`config.mk`:
```
export PLATFORM = sky130hd
export DESIGN_NAME = id_ex_stage
export DESIGN_NICKNAME = d
export VERILOG_FILES = /design/src/rtl/pipe_pkg.sv /design/src/rtl/hazard_detect.sv /design/src/rtl/id_ex_stage.sv
export SDC_FILE = /design/constraint.sdc
export NUM_CORES = 1
export LEC_CHECK = 0
export BUFFER_PORTS_ARGS = -buffer_cell sky130_fd_sc_hd__buf_2
export CORE_AREA = 2 2 152 154
export DETAILED_ROUTE_END_ITERATION = 12
export DIE_AREA = 0 0 154 156
export SETUP_SLACK_MARGIN = 0.1
export SLEW_MARGIN = 20
export SYNTH_ARGS = -nofsm -noshare
export SYNTH_HDL_FRONTEND = slang
export SYNTH_HIERARCHICAL = 1
export SYNTH_SLANG_ARGS = --single-unit
```
`constraint.sdc`:
```
create_clock -name clk -period 4.78 [get_ports clk]
set_input_delay 0.717 -clock clk [delete_from_list [all_inputs] [get_ports clk]]
set_output_delay 0.717 -clock clk [all_outputs]
set_load 0.03 [all_outputs]
```
`src/rtl/pipe_pkg.sv`:
```
// Shared encodings and control-group types for the RV32I pipeline registers.
package pipe_pkg;

    typedef enum logic [1:0] {
        RES_ALU = 2'd0,
        RES_MEM = 2'd1,
        RES_PC4 = 2'd2
    } result_src_e;

    typedef enum logic [2:0] {
        ALU_ADD = 3'b000,
        ALU_SUB = 3'b001,
        ALU_AND = 3'b010,
        ALU_OR  = 3'b011,
        ALU_SLT = 3'b101
    } alu_ctrl_e;

    typedef struct packed {
        logic        reg_write;
        logic        mem_write;
        logic        mem_read;
        logic        jump;
        logic        branch;
        logic        alu_src;
        result_src_e result_src;
        alu_ctrl_e   alu_control;
    } ctrl_t;

    // A bubble must never write the register file or memory, nor redirect the PC.
    localparam ctrl_t CTRL_BUBBLE = '{
        reg_write:   1'b0,
        mem_write:   1'b0,
        mem_read:    1'b0,
        jump:        1'b0,
        branch:      1'b0,
        alu_src:     1'b0,
        result_src:  RES_ALU,
        alu_control: ALU_ADD
    };

endpackage

```
`src/rtl/hazard_detect.sv`:
```
// Load-use hazard detection and the fetch/decode stall request.
module hazard_detect #(
    parameter int RA_W = 5
) (
    input  logic            rst_i,
    input  logic            valid_d_i,
    input  logic            valid_e_i,
    input  logic            mem_read_e_i,
    input  logic [RA_W-1:0] rd_e_i,
    input  logic [RA_W-1:0] rs1_d_i,
    input  logic [RA_W-1:0] rs2_d_i,
    input  logic            flush_e_i,
    input  logic            hold_e_i,
    output logic            lu_o,
    output logic            stall_f_o,
    output logic            stall_d_o
);

    logic rd_nonzero;
    logic rs_match;
    logic stall;

    // Source fields are compared regardless of format; a false match only costs a bubble.
    assign rd_nonzero = (rd_e_i != '0);
    assign rs_match   = (rd_e_i == rs1_d_i) | (rd_e_i == rs2_d_i);
    assign lu_o       = valid_d_i & valid_e_i & mem_read_e_i & rd_nonzero & rs_match;

    assign stall     = rst_i & ((lu_o & ~flush_e_i) | hold_e_i);
    assign stall_f_o = stall;
    assign stall_d_o = stall;

endmodule

```
`src/rtl/id_ex_stage.sv`:
```
// ID/EX pipeline register with load-use bubble insertion, flush, hold and a bubble counter.
module id_ex_stage
    import pipe_pkg::*;
#(
    parameter int XLEN  = 32,
    parameter int RA_W  = 5,
    parameter int CNT_W = 16
) (
    input  logic             clk,
    input  logic             rst,
    input  logic             RegWriteD,
    input  logic             MemWriteD,
    input  logic             MemReadD,
    input  logic             JumpD,
    input  logic             BranchD,
    input  logic             ALUSrcD,
    input  logic [1:0]       ResultSrcD,
    input  logic [2:0]       ALUControlD,
    input  logic [XLEN-1:0]  RD1D,
    input  logic [XLEN-1:0]  RD2D,
    input  logic [XLEN-1:0]  PCD,
    input  logic [XLEN-1:0]  PCPlus4D,
    input  logic [XLEN-1:0]  ImmExtD,
    input  logic [RA_W-1:0]  Rs1D,
    input  logic [RA_W-1:0]  Rs2D,
    input  logic [RA_W-1:0]  RdD,
    input  logic             ValidD,
    input  logic             FlushE,
    input  logic             HoldE,
    output logic             RegWriteE,
    output logic             MemWriteE,
    output logic             MemReadE,
    output logic             JumpE,
    output logic             BranchE,
    output logic             ALUSrcE,
    output logic             ValidE,
    output logic [1:0]       ResultSrcE,
    output logic [2:0]       ALUControlE,
    output logic [XLEN-1:0]  RD1E,
    output logic [XLEN-1:0]  RD2E,
    output logic [XLEN-1:0]  PCE,
    output logic [XLEN-1:0]  PCPlus4E,
    output logic [XLEN-1:0]  ImmExtE,
    output logic [RA_W-1:0]  Rs1E,
    output logic [RA_W-1:0]  Rs2E,
    output logic [RA_W-1:0]  RdE,
    output logic             StallF,
    output logic             StallD,
    output logic [CNT_W-1:0] BubbleCount
);

    // Flow control: the decode slot advances into EX on every edge unless StallD is high,
    // in which case IF/ID must re-present the same instruction; HoldE freezes EX outright.
    ctrl_t            ctrl_in;
    ctrl_t            ctrl_q, ctrl_d;
    logic             valid_q, valid_d;
    logic             data_en;
    logic             lu;
    logic [CNT_W-1:0] cnt_q, cnt_d;
    logic [XLEN-1:0]  rd1_q, rd2_q, pc_q, pc_plus4_q, imm_q;
    logic [RA_W-1:0]  rs1_q, rs2_q, rd_q;

    assign ctrl_in = '{
        reg_write:   RegWriteD,
        mem_write:   MemWriteD,
        mem_read:    MemReadD,
        jump:        JumpD,
        branch:      BranchD,
        alu_src:     ALUSrcD,
        result_src:  result_src_e'(ResultSrcD),
        alu_control: alu_ctrl_e'(ALUControlD)
    };

    hazard_detect #(.RA_W(RA_W)) u_hazard (
        .rst_i        (rst),
        .valid_d_i    (ValidD),
        .valid_e_i    (valid_q),
        .mem_read_e_i (ctrl_q.mem_read),
        .rd_e_i       (rd_q),
        .rs1_d_i      (Rs1D),
        .rs2_d_i      (Rs2D),
        .flush_e_i    (FlushE),
        .hold_e_i     (HoldE),
        .lu_o         (lu),
        .stall_f_o    (StallF),
        .stall_d_o    (StallD)
    );

    always_comb begin
        ctrl_d  = ctrl_q;
        valid_d = valid_q;
        cnt_d   = cnt_q;
        data_en = 1'b0;
        if (FlushE) begin
            ctrl_d  = CTRL_BUBBLE;
            valid_d = 1'b0;
            data_en = 1'b1;
        end else if (HoldE) begin
            data_en = 1'b0;
        end else if (lu) begin
            ctrl_d  = CTRL_BUBBLE;
            valid_d = 1'b0;
            data_en = 1'b1;
            if (cnt_q != '1) begin
                cnt_d = cnt_q + CNT_W'(1);
            end
        end else begin
            ctrl_d  = ValidD ? ctrl_in : CTRL_BUBBLE;
            valid_d = ValidD;
            data_en = 1'b1;
        end
    end

    always_ff @(posedge clk) begin
        if (!rst) begin
            ctrl_q      <= CTRL_BUBBLE;
            valid_q     <= 1'b0;
            cnt_q       <= '0;
            rd1_q       <= '0;
            rd2_q       <= '0;
            pc_q        <= '0;
            pc_plus4_q  <= '0;
            imm_q       <= '0;
            rs1_q       <= '0;
            rs2_q       <= '0;
            rd_q        <= '0;
        end else begin
            ctrl_q  <= ctrl_d;
            valid_q <= valid_d;
            cnt_q   <= cnt_d;
            if (data_en) begin
                rd1_q      <= RD1D;
                rd2_q      <= RD2D;
                pc_q       <= PCD;
                pc_plus4_q <= PCPlus4D;
                imm_q      <= ImmExtD;
                rs1_q      <= Rs1D;
                rs2_q      <= Rs2D;
                rd_q       <= RdD;
            end
        end
    end

    assign RegWriteE   = ctrl_q.reg_write;
    assign MemWriteE   = ctrl_q.mem_write;
    assign MemReadE    = ctrl_q.mem_read;
    assign JumpE       = ctrl_q.jump;
    assign BranchE     = ctrl_q.branch;
    assign ALUSrcE     = ctrl_q.alu_src;
    assign ResultSrcE  = ctrl_q.result_src;
    assign ALUControlE = ctrl_q.alu_control;
    assign ValidE      = valid_q;
    assign RD1E        = rd1_q;
    assign RD2E        = rd2_q;
    assign PCE         = pc_q;
    assign PCPlus4E    = pc_plus4_q;
    assign ImmExtE     = imm_q;
    assign Rs1E        = rs1_q;
    assign Rs2E        = rs2_q;
    assign RdE         = rd_q;
    assign BubbleCount = cnt_q;

endmodule

```
==> results of run 1 <==
cells in the final DEF, fill, tap and decap left out, types with 2 or more instances in the layout:
cell type,Yosys,layout
buf_2,1,395
nand2_1,365,365
dfxtp_1,203,203
a21oi_1,181,181
clkbuf_16,0,24
nor2_1,17,17
a22oi_1,12,12
xor2_1,10,10
clkbuf_8,0,9
nand2b_1,8,7
buf_4,1,7
nand3_1,6,6
nor4_1,6,6
mux2i_1,6,6
or4_1,5,5
clkbuf_1,60,5
inv_1,4,4
nor3_1,4,4
nand4_1,3,3
o21ai_0,3,3
nor3b_1,2,2
o311a_1,2,2
o31ai_1,2,2
a311oi_1,2,2
clkinv_2,0,2
layout make-up:
type	count	share of cell area
clock buffer	38	0.0719
clock inverter	6	0.00738
tap	285	0.0345
inverter	5	0.00206
multi-input combinational	651	0.293
timing repair buffer	403	0.198
sequential	203	0.393
worst min path at each step:
| stage | cells after the start | slack (ns) | endpoint |
|---|---|---|---|
| 2_1_floorplan | 2 | 0.58 | ImmExtE[31] |
| 3_3_place_gp | 2 | 0.43 | RD2E[11] |
| 3_5_place_dp | 2 | 0.44 | PCE[12] |
| 4_1_cts | 3 | 0.42 | MemReadE |
| 5_1_grt | 3 | 0.43 | PCE[17] |
| 6_report | 3 | 0.44 | ALUControlE[1] |
sequential cells by signal, indices dropped and copies added, names as in the netlist:
| signal | flops |
|---|---|
| ImmExtE | 32 |
| PCE | 32 |
| PCPlus4E | 32 |
| RD1E | 32 |
| RD2E | 32 |
| BubbleCount | 16 |
| RdE | 5 |
| Rs1E | 5 |
| Rs2E | 5 |
| ALUControlE | 3 |
| ResultSrcE | 2 |
| ALUSrcE | 1 |
| BranchE | 1 |
| JumpE | 1 |
| MemReadE | 1 |
| MemWriteE | 1 |
| RegWriteE | 1 |
| ValidE | 1 |
metal layers:
layer	global-route usage	wire [um]	vias to the layer above
li1	-	-	3767
met1	0.219	9500	3372
met2	0.331	12000	260
met3	0.0514	1800	45
met4	0.0507	539	2
met5	0	13	-
stage by stage:
step	cell area [sq um]	utilization	hold slack, ns
6_report	10300	0.462	0.439
5_1_grt	10300	0.462	0.431
4_1_cts	10300	0.462	0.423
3_5_place_dp	9520	0.426	0.440
3_3_place_gp	9520	0.426	0.434
2_1_floorplan	7350	-	0.580
tightest hold or removal path, stage by stage:
cell and delay (ns):
buf_2 0.08, a22oi_1 0.05, nor2_1 0.07
kinds of logic (layout without fill, tap and decap cells):
kind of cell / Yosys count / after routing / share of synthesized area
DFF: 203 / 203 / 0.553
xor gates and xnor gates: 10 / 10 / 0.0119
buffers and inverters: 71 / 452 / 0.0369
muxes: 6 / 6 / 0.00817
adders and majority gates: 1 / 1 / 0.00170
and+or+nand+nor: 424 / 424 / 0.233
AOI/OAI and AO/OA: 210 / 210 / 0.156
power groups by stage:
stage,clock (mW),combinational (mW),sequential (mW)
after floorplan,0,0.173,2.05
after global placement,0,0.587,1.87
after detailed placement,0,0.589,1.87
after CTS,1.88,0.591,1.83
after global routing,1.96,0.632,1.84
final,1.84,0.584,1.83
==> reports/metrics.cfg, run 1 <==
[run_status]
status=completed

[die]
core_sq_um=22400
ios=396
rows=55
die_w_um=154
dieArea_sq_um=24000
start_util=0.329
die_h_um=156

[route]
antenna_left=0
remaining_drc_errors=0
vias_per_cell=4.68
drtPass1Iterations=5
wl_per_cell_um=15.0
routed_wirelength_um=23800
vias=7446
first_iter_violations=356

[min_path]
hp-start=ALUControlD[1]
hold_path.class=input pin to flop

[worst_setup_path]
crit_buf_inv=0
timing.rr.end=BubbleCount[5]
critPathCapture=BubbleCount[5]
crit_path_start_kind=flop
path_depth=8
timing.rr.start=RdE[2]
path_delay_family=simple AND/OR/NAND/NOR gates
cp-end-kind=flop
path_max_fanout=12
required_ns=5.22
cp_slowest_cell=or4_1
crit_arrival_ns=3.36
reg2reg_depth=8
critPathLaunch=RdE[2]
path_cells=xor2_1 > nor3_1 > a22oi_1 > nor2_1 > nor3b_1 > nand4_1 > or4_1 > a21oi_1
regToRegSetupSlack_ns=1.85
crit_path_max_incr_delay_ns=0.61
path_class=flop to flop

[timing]
finalCritPeriodShare=0.612
max_freq_mhz=342
drv_slew=0
fin_skew_ns=0.00687
fin_crit_ns=2.93
grt_setup_unrepaired=no
setup_slack_ns=1.85
fin_tns_setup_ns=0
tightest_slew_ns=0.757
hold_viol=0
slew-limit-headroom=0.492
setup_viol=0

[clock_network]
tritoncts=yes
cts-root-buf=clkbuf_16
numClockSinks=203
cts_max_level=1
postCtsSetupBuffers=0
postCtsHoldBufs=0
cts_max_path_buffers=3
cts_buffers=24
clkTransAtPathRegs_ns=0.06
insertion_delay_ns=0.51
cts_resized=0

[yosys]
ys_ff_latch=203
synth.distinct_cells=41
synth_nets=1117
ys_top_cells_by_count=nand2_1 (365), dfxtp_1 (203), a21oi_1 (181), clkbuf_1 (60), nor2_1 (17)
ys_warn_count=6
synth_flop_cell=dfxtp_1
yosysMostFrequentCell=nand2_1
yosysTopAreaCellShare=0.553
avgSynthCellArea_sq_um=7.95
synth_edf_count=0
syn_area_sq_um=7350
async_reset_ff_frac=0
syn_inst=925
ys_top_cells_by_area=dfxtp_1 (55%), nand2_1 (19%), a21oi_1 (12%)
ys_seq_area_frac=0.553
synth_top_area_cell=dfxtp_1

[power]
combPwrFrac=0.137
powerDensity_nw_per_um2=411
seqPwrFrac=0.431
power_mw=4.25
ir_drop_uv=250
p_int_mw=3.10
p_sw_frac=0.272
p_clk_frac=0.432
power_switching_mw=1.16
p_leak_nw=5.07

[layout]
multi_input_area_sq_um=3030
layout.cells.non_filler=1591
fillers=2285
nets=1480
syn2layout_area_growth_pct=40.7
seqCellArea_sq_um=4060
diodes=0
drive_above_1_share=0.345

[global_route]
grt_overflow=0
grt_usage=0.185
antenna_found_initial=1
grt_pass1_vias=6967
grt_first_pass_wirelength_um=36500
grt_max_degree=106

[placed_design]
dp_hpwl_um=16800
place_ws_ns=1.48
dp.cells=1547
portBuffers=395
gp_congestion=0.873

[job]
cap_viol_max_count=0

No activity file was read; power rests on OpenSTA's default activity.
==> run 2: changes to the inputs <==
clock period = 2.6 ns   (was 4.78 ns; I/O delays follow)
==> run 2 against run 1 <==
Effect of this change: count of clock-buffer cells in the layout is 7 lower; setup slack lost 1.6 ns; non-clock buffer count rose by 5; sequential power increased by 84%; final cell count up 0.13%; design area up 0.45%; sequential share of layout area fell by 0.18 points; first-iteration DRC count grew 19%; register-to-register slack got worse by 1.6 ns; power is 81% higher; via count grew 0.66%; critical path depth is 3 lower.
==> reports/metrics.cfg, run 2 (synthesis gave the netlist of run 1 again) <==
[run_status]
status=completed

[timing]
slew-limit-headroom=0.516  ; +0.0243
finalCritPeriodShare=0.911
drv_slew=0  ; unchanged
setup_viol=0  ; unchanged
grt_setup_unrepaired=no
setup_slack_ns=0.232  ; -1.62 ns
fin_tns_setup_ns=0  ; unchanged
max_freq_mhz=422
tightest_slew_ns=0.721  ; -0.0362 ns
fin_crit_ns=2.37
fin_skew_ns=0.0100  ; +0.00315 ns
hold_viol=0  ; unchanged

[clock_network]
cts_max_level=1  ; unchanged
insertion_delay_ns=0.50  ; about the same
tritoncts=yes
numClockSinks=203  ; unchanged
cts_max_path_buffers=3  ; unchanged
cts-root-buf=clkbuf_16
clkTransAtPathRegs_ns=0.06  ; about the same
cts_buffers=23  ; -4.2%
postCtsSetupBuffers=0  ; unchanged

[die]
dieArea_sq_um=24000  ; unchanged
start_util=0.329  ; unchanged
core_sq_um=22400  ; unchanged
rows=55  ; unchanged
ios=396  ; unchanged
die_h_um=156  ; unchanged
die_w_um=154  ; unchanged

[power]
powerDensity_nw_per_um2=740  ; +80%
p_clk_frac=0.419  ; -0.013
p_int_mw=5.56  ; +79%
combPwrFrac=0.143  ; +0.006
ir_drop_uv=424  ; +70%
p_sw_frac=0.277  ; +0.00481
seqPwrFrac=0.438  ; +0.007
p_leak_nw=5.08  ; +0.24%
power_switching_mw=2.13  ; +84%

[route]
first_iter_violations=424  ; +19%
vias=7495  ; +0.66%
wl_per_cell_um=15.0  ; +0.29%
drtPass1Iterations=5  ; unchanged
routed_wirelength_um=23900  ; +0.42%
antenna_left=0  ; unchanged
remaining_drc_errors=0  ; unchanged
vias_per_cell=4.70  ; +0.53%

[global_route]
grt_overflow=0  ; unchanged
antenna_found_initial=1  ; unchanged
grt_pass1_vias=7016  ; +0.70%
grt_max_degree=101  ; -4.7%
grt_usage=0.185  ; -0.000220
grt_first_pass_wirelength_um=36300  ; -0.60%

[placed_design]
place_area_sq_um=9620  ; +1.1%
gp_congestion=0.874  ; about the same
place_ws_ns=0.0700  ; -1.41 ns
portBuffers=395  ; unchanged
dp_hpwl_um=16700  ; -0.89%

[layout]
syn2layout_area_growth_pct=41.3
final_cell_mix=buf_2 (393), nand2_1 (365), dfxtp_1 (203)
diodes=0  ; unchanged
layout_commonest_cell=buf_2
nets=1484  ; +0.27%
drive_above_1_share=0.348  ; +0.00330
fin_util=0.464  ; +0.00207
postLayoutCellArea_sq_um=10400  ; +0.45%

[min_path]
hold_path.class=input pin to flop

[worst_setup_path]
regToRegSetupSlack_ns=0.27  ; -1.58 ns
crit_arrival_ns=1.98  ; -1.38 ns
critPathLaunch=RdE[0]
crit_path_start_kind=flop
cp-end-kind=output port
path_max_fanout=5  ; -7
timing.rr.start=RdE[0]
path_class=flop to output port
timing.rr.end=BubbleCount[8]
reg2reg_depth=9  ; +1
required_ns=2.21  ; -3.01 ns
critPathCapture=StallD

[job]
cap_viol_max_count=0  ; unchanged

run 2: cell count changes in the layout (fill, tap and decap cells not counted), moves of 2 or more:
cell	delta
clkinv_2	+3
clkbuf_8	-6
buf_2	-2
inv_6	+2
buf_12	+5
buf_4	+2
run 2: how the worst min path moves through the flow:
stage | startpoint | to | slack [ns] | cells past startpoint
4_1_cts | RD2D[17] | RD2E[17] | 0.09 | 3
6_report | ALUControlD[0] | ALUControlE[0] | 0.12 | 3
2_1_floorplan | ImmExtD[0] | ImmExtE[0] | 0.53 | 2
3_5_place_dp | ImmExtE[31] | ImmExtE[31] | 0.44 | 2
5_1_grt | PCD[1] | PCE[1] | 0.10 | 3
3_3_place_gp | RD2E[11] | RD2E[11] | 0.43 | 2
run 2: power by group through the flow:
| stage | Sequential, mW | Combinational [mW] | Clock [mW] |
|---|---|---|---|
| after detailed placement | 3.43 | 1.10 | 0 |
| after global routing | 3.38 | 1.19 | 3.45 |
| after floorplan | 3.78 | 0.318 | 0 |
| after CTS | 3.37 | 1.10 | 3.34 |
| final | 3.37 | 1.10 | 3.22 |
| after global placement | 3.43 | 1.09 | 0 |
run 2: what timing repair did:
item,4_1_cts,5_1_grt
setup endpoints to repair,0,7
hold buffers,0,0
resized for setup,0,5
run 2: worst max-delay path: stages, from the launching register on:
cell     delay, ns
dfxtp_1       0.37
xor2_1        0.20
nor3_2        0.20
a22oi_2       0.12
o41ai_2       0.37
buf_4         0.22
run 2: through the flow:
stage / total power [mW] / hold slack (ns) / cells
after floorplan: 4.09 / 0.530 / 925
after global placement: 4.52 / 0.434 / 1552
after detailed placement: 4.53 / 0.440 / 1552
after CTS: 7.81 / 0.0905 / 1593
after global routing: 8.02 / 0.102 / 1593
final: 7.69 / 0.116 / 1593
run 2: layout make-up:
type                    instances  area (sq um)
clock buffers                  31           636
clock inverters                10           110
fillers                      2260         12000
inverters                       5          21.3
multi-input cells             651          3050
flip-flops and latches        203          4060
well taps                     285           357
repair buffers                408          2150
run 2: metal layers:
metal	track usage	wire length [um]
met1	0.219	9810
met2	0.319	11500
met3	0.0539	1800
met4	0.0703	846
met5	0	13
==> run 3: changes to the inputs <==
CTS_BUF_LIST = sky130_fd_sc_hd__clkbuf_8   (was unset)
==> run 3 against run 2 <==
Effect of this change: global-route usage increased by 0.32 points; critical endpoint unchanged; combinational power about the same; design area decreased by 0.51%.
==> reports/metrics.cfg, run 3 (synthesis gave the netlist of run 1 again) <==
[layout]
postLayoutCellArea_sq_um=10300  ; -0.51%
syn2layout_area_growth_pct=40.6
nets=1498  ; +0.94%
final_cell_mix=buf_2 (393), nand2_1 (365), dfxtp_1 (203)
drive_above_1_share=0.351  ; +0.00357
fin_util=0.462  ; -0.00235
layout_commonest_cell=buf_2
fillers=2274  ; +0.62%
diodes=0  ; unchanged

[global_route]
grt_overflow=0  ; unchanged
grt_pass1_vias=7144  ; +1.8%
grt_first_pass_wirelength_um=36800  ; +1.3%
grt_max_degree=101  ; unchanged
antenna_found_initial=1  ; unchanged
grt_usage=0.188  ; +0.00319

[min_path]
hold_path.class=input pin to flop

[timing]
max_freq_mhz=422  ; -0.12%
setup_viol=0  ; unchanged
fin_crit_ns=2.37  ; +0.00291 ns
slew-limit-headroom=0.527  ; +0.0111
finalCritPeriodShare=0.912  ; +0.00112
grt_setup_unrepaired=no
tightest_slew_ns=0.704  ; -0.0166 ns
fin_skew_ns=0.0153  ; +0.00530 ns
fin_tns_setup_ns=0  ; unchanged
drv_slew=0  ; unchanged
hold_viol=0  ; unchanged

[clock_network]
tritoncts=yes
cts-root-buf=clkbuf_8
cts_buffers=37  ; +61%
insertion_delay_ns=0.51  ; about the same
clkTransAtPathRegs_ns=0.06  ; about the same
cts_max_path_buffers=3  ; unchanged
cts_max_level=2  ; +1
numClockSinks=203  ; unchanged

[route]
antenna_left=0  ; unchanged
first_iter_violations=412  ; -2.8%
drtPass1Iterations=4  ; -1
vias=7561  ; +0.88%
vias_per_cell=4.69  ; -0.25%
wl_per_cell_um=15.1  ; +0.19%
remaining_drc_errors=0  ; unchanged
routed_wirelength_um=24300  ; +1.3%

[worst_setup_path]
required_ns=2.21  ; about the same
path_max_fanout=5  ; unchanged
crit_buf_inv=1  ; unchanged
cp_slowest_cell=o41ai_2
path_cells=xor2_1 > nor3_1 > a22oi_2 > o41ai_2 > buf_4
path_class=flop to output port
cp-end-kind=output port
crit_path_max_incr_delay_ns=0.37  ; about the same
crit_path_start_kind=flop
crit_arrival_ns=1.98  ; about the same
path_delay_family=compound AO/OA/AOI/OAI gates

[placed_design]
gp_congestion=0.874  ; unchanged
portBuffers=395  ; unchanged
place_area_sq_um=9620  ; unchanged
dp_hpwl_um=16700  ; unchanged

[die]
dieArea_sq_um=24000  ; unchanged
start_util=0.329  ; unchanged
rows=55  ; unchanged
die_h_um=156  ; unchanged
core_sq_um=22400  ; unchanged
die_w_um=154  ; unchanged
ios=396  ; unchanged

[power]
p_leak_nw=5.11  ; +0.60%
powerDensity_nw_per_um2=714  ; -3.5%
ir_drop_uv=364  ; -14%
power_mw=7.38  ; -4.0%

[job]
cap_viol_max_count=0  ; unchanged

[run_status]
status=completed

## run 3: changes by cell type in the layout (fill, tap and decap cells not counted)
cell	previous run	this run
inv_6	2	0
clkbuf_8	3	44
inv_1	4	16
clkbuf_1	5	0
clkinv_2	5	1
bufinv_16	2	1
clkbuf_16	23	0
## run 3: stage by stage
stage	setup WS (ns)	hold WS [ns]	cells
finish	0.229	0.115	1611
global route	0.105	0.0852	1611
CTS	0.168	0.0790	1611
detailed placement	0.0700	0.440	1552
global placement	0.103	0.434	1552
floorplan	0.180	0.530	925
## run 3: final timing paths
| kind | startpoint | to | slack, ns | cells after the start |
|---|---|---|---|---|
| setup / recovery | RdE[1] | StallD | 0.23 | 5 |
| setup reg to reg | RdE[1] | BubbleCount[8] | 0.26 | 9 |
| hold reg to reg | RD1E[17] | RD1E[17] | 0.44 | 2 |
| hold / removal | MemReadD | MemReadE | 0.12 | 3 |
## run 3: layer usage
| layer | share of wire | GRT usage | vias up |
|---|---|---|---|
| met5 | 0.00054 | 0 | - |
| met4 | 0.035 | 0.0810 | 2 |
| met3 | 0.075 | 0.0625 | 68 |
| met2 | 0.47 | 0.315 | 273 |
| met1 | 0.42 | 0.222 | 3419 |
| li1 | - | - | 3799 |
## run 3: report_power, final
part	switching [mW]	leakage [nW]	total, mW	internal, mW
registers	0.0829	1.68	3.37	3.29
clock network	1.30	0.398	2.91	1.61
logic	0.744	3.03	1.10	0.356
total	2.13	5.11	7.38	5.26
## run 3: cell type report
type | instances | area [sq um] | share of cell area
multi-input cells | 651 | 3050 | 0.295
well taps | 285 | 357 | 0.0345
inverters | 5 | 21.3 | 0.00206
clock inverters | 15 | 87.6 | 0.00847
flip-flops and latches | 203 | 4060 | 0.393
repair buffers | 408 | 2150 | 0.208
clock buffers | 44 | 606 | 0.0586
## run 3: what timing repair did
action	in CTS	in global routing
resized for setup	0	5
endpoints found under the setup margin	0	7
hold endpoints to repair	0	0
buffers inserted	0	0
hold buffers	0	0
## run 3: worst reg2reg max path, stage by stage, from the launching register on
cell and delay [ns]:
dfxtp_1 0.36, xor2_1 0.18, nor3_1 0.23, a22oi_2 0.11, nor2_1 0.21, nor3b_2 0.23, buf_4 0.16, nand2_1 0.15
or4_1 0.50, a21oi_1 0.15
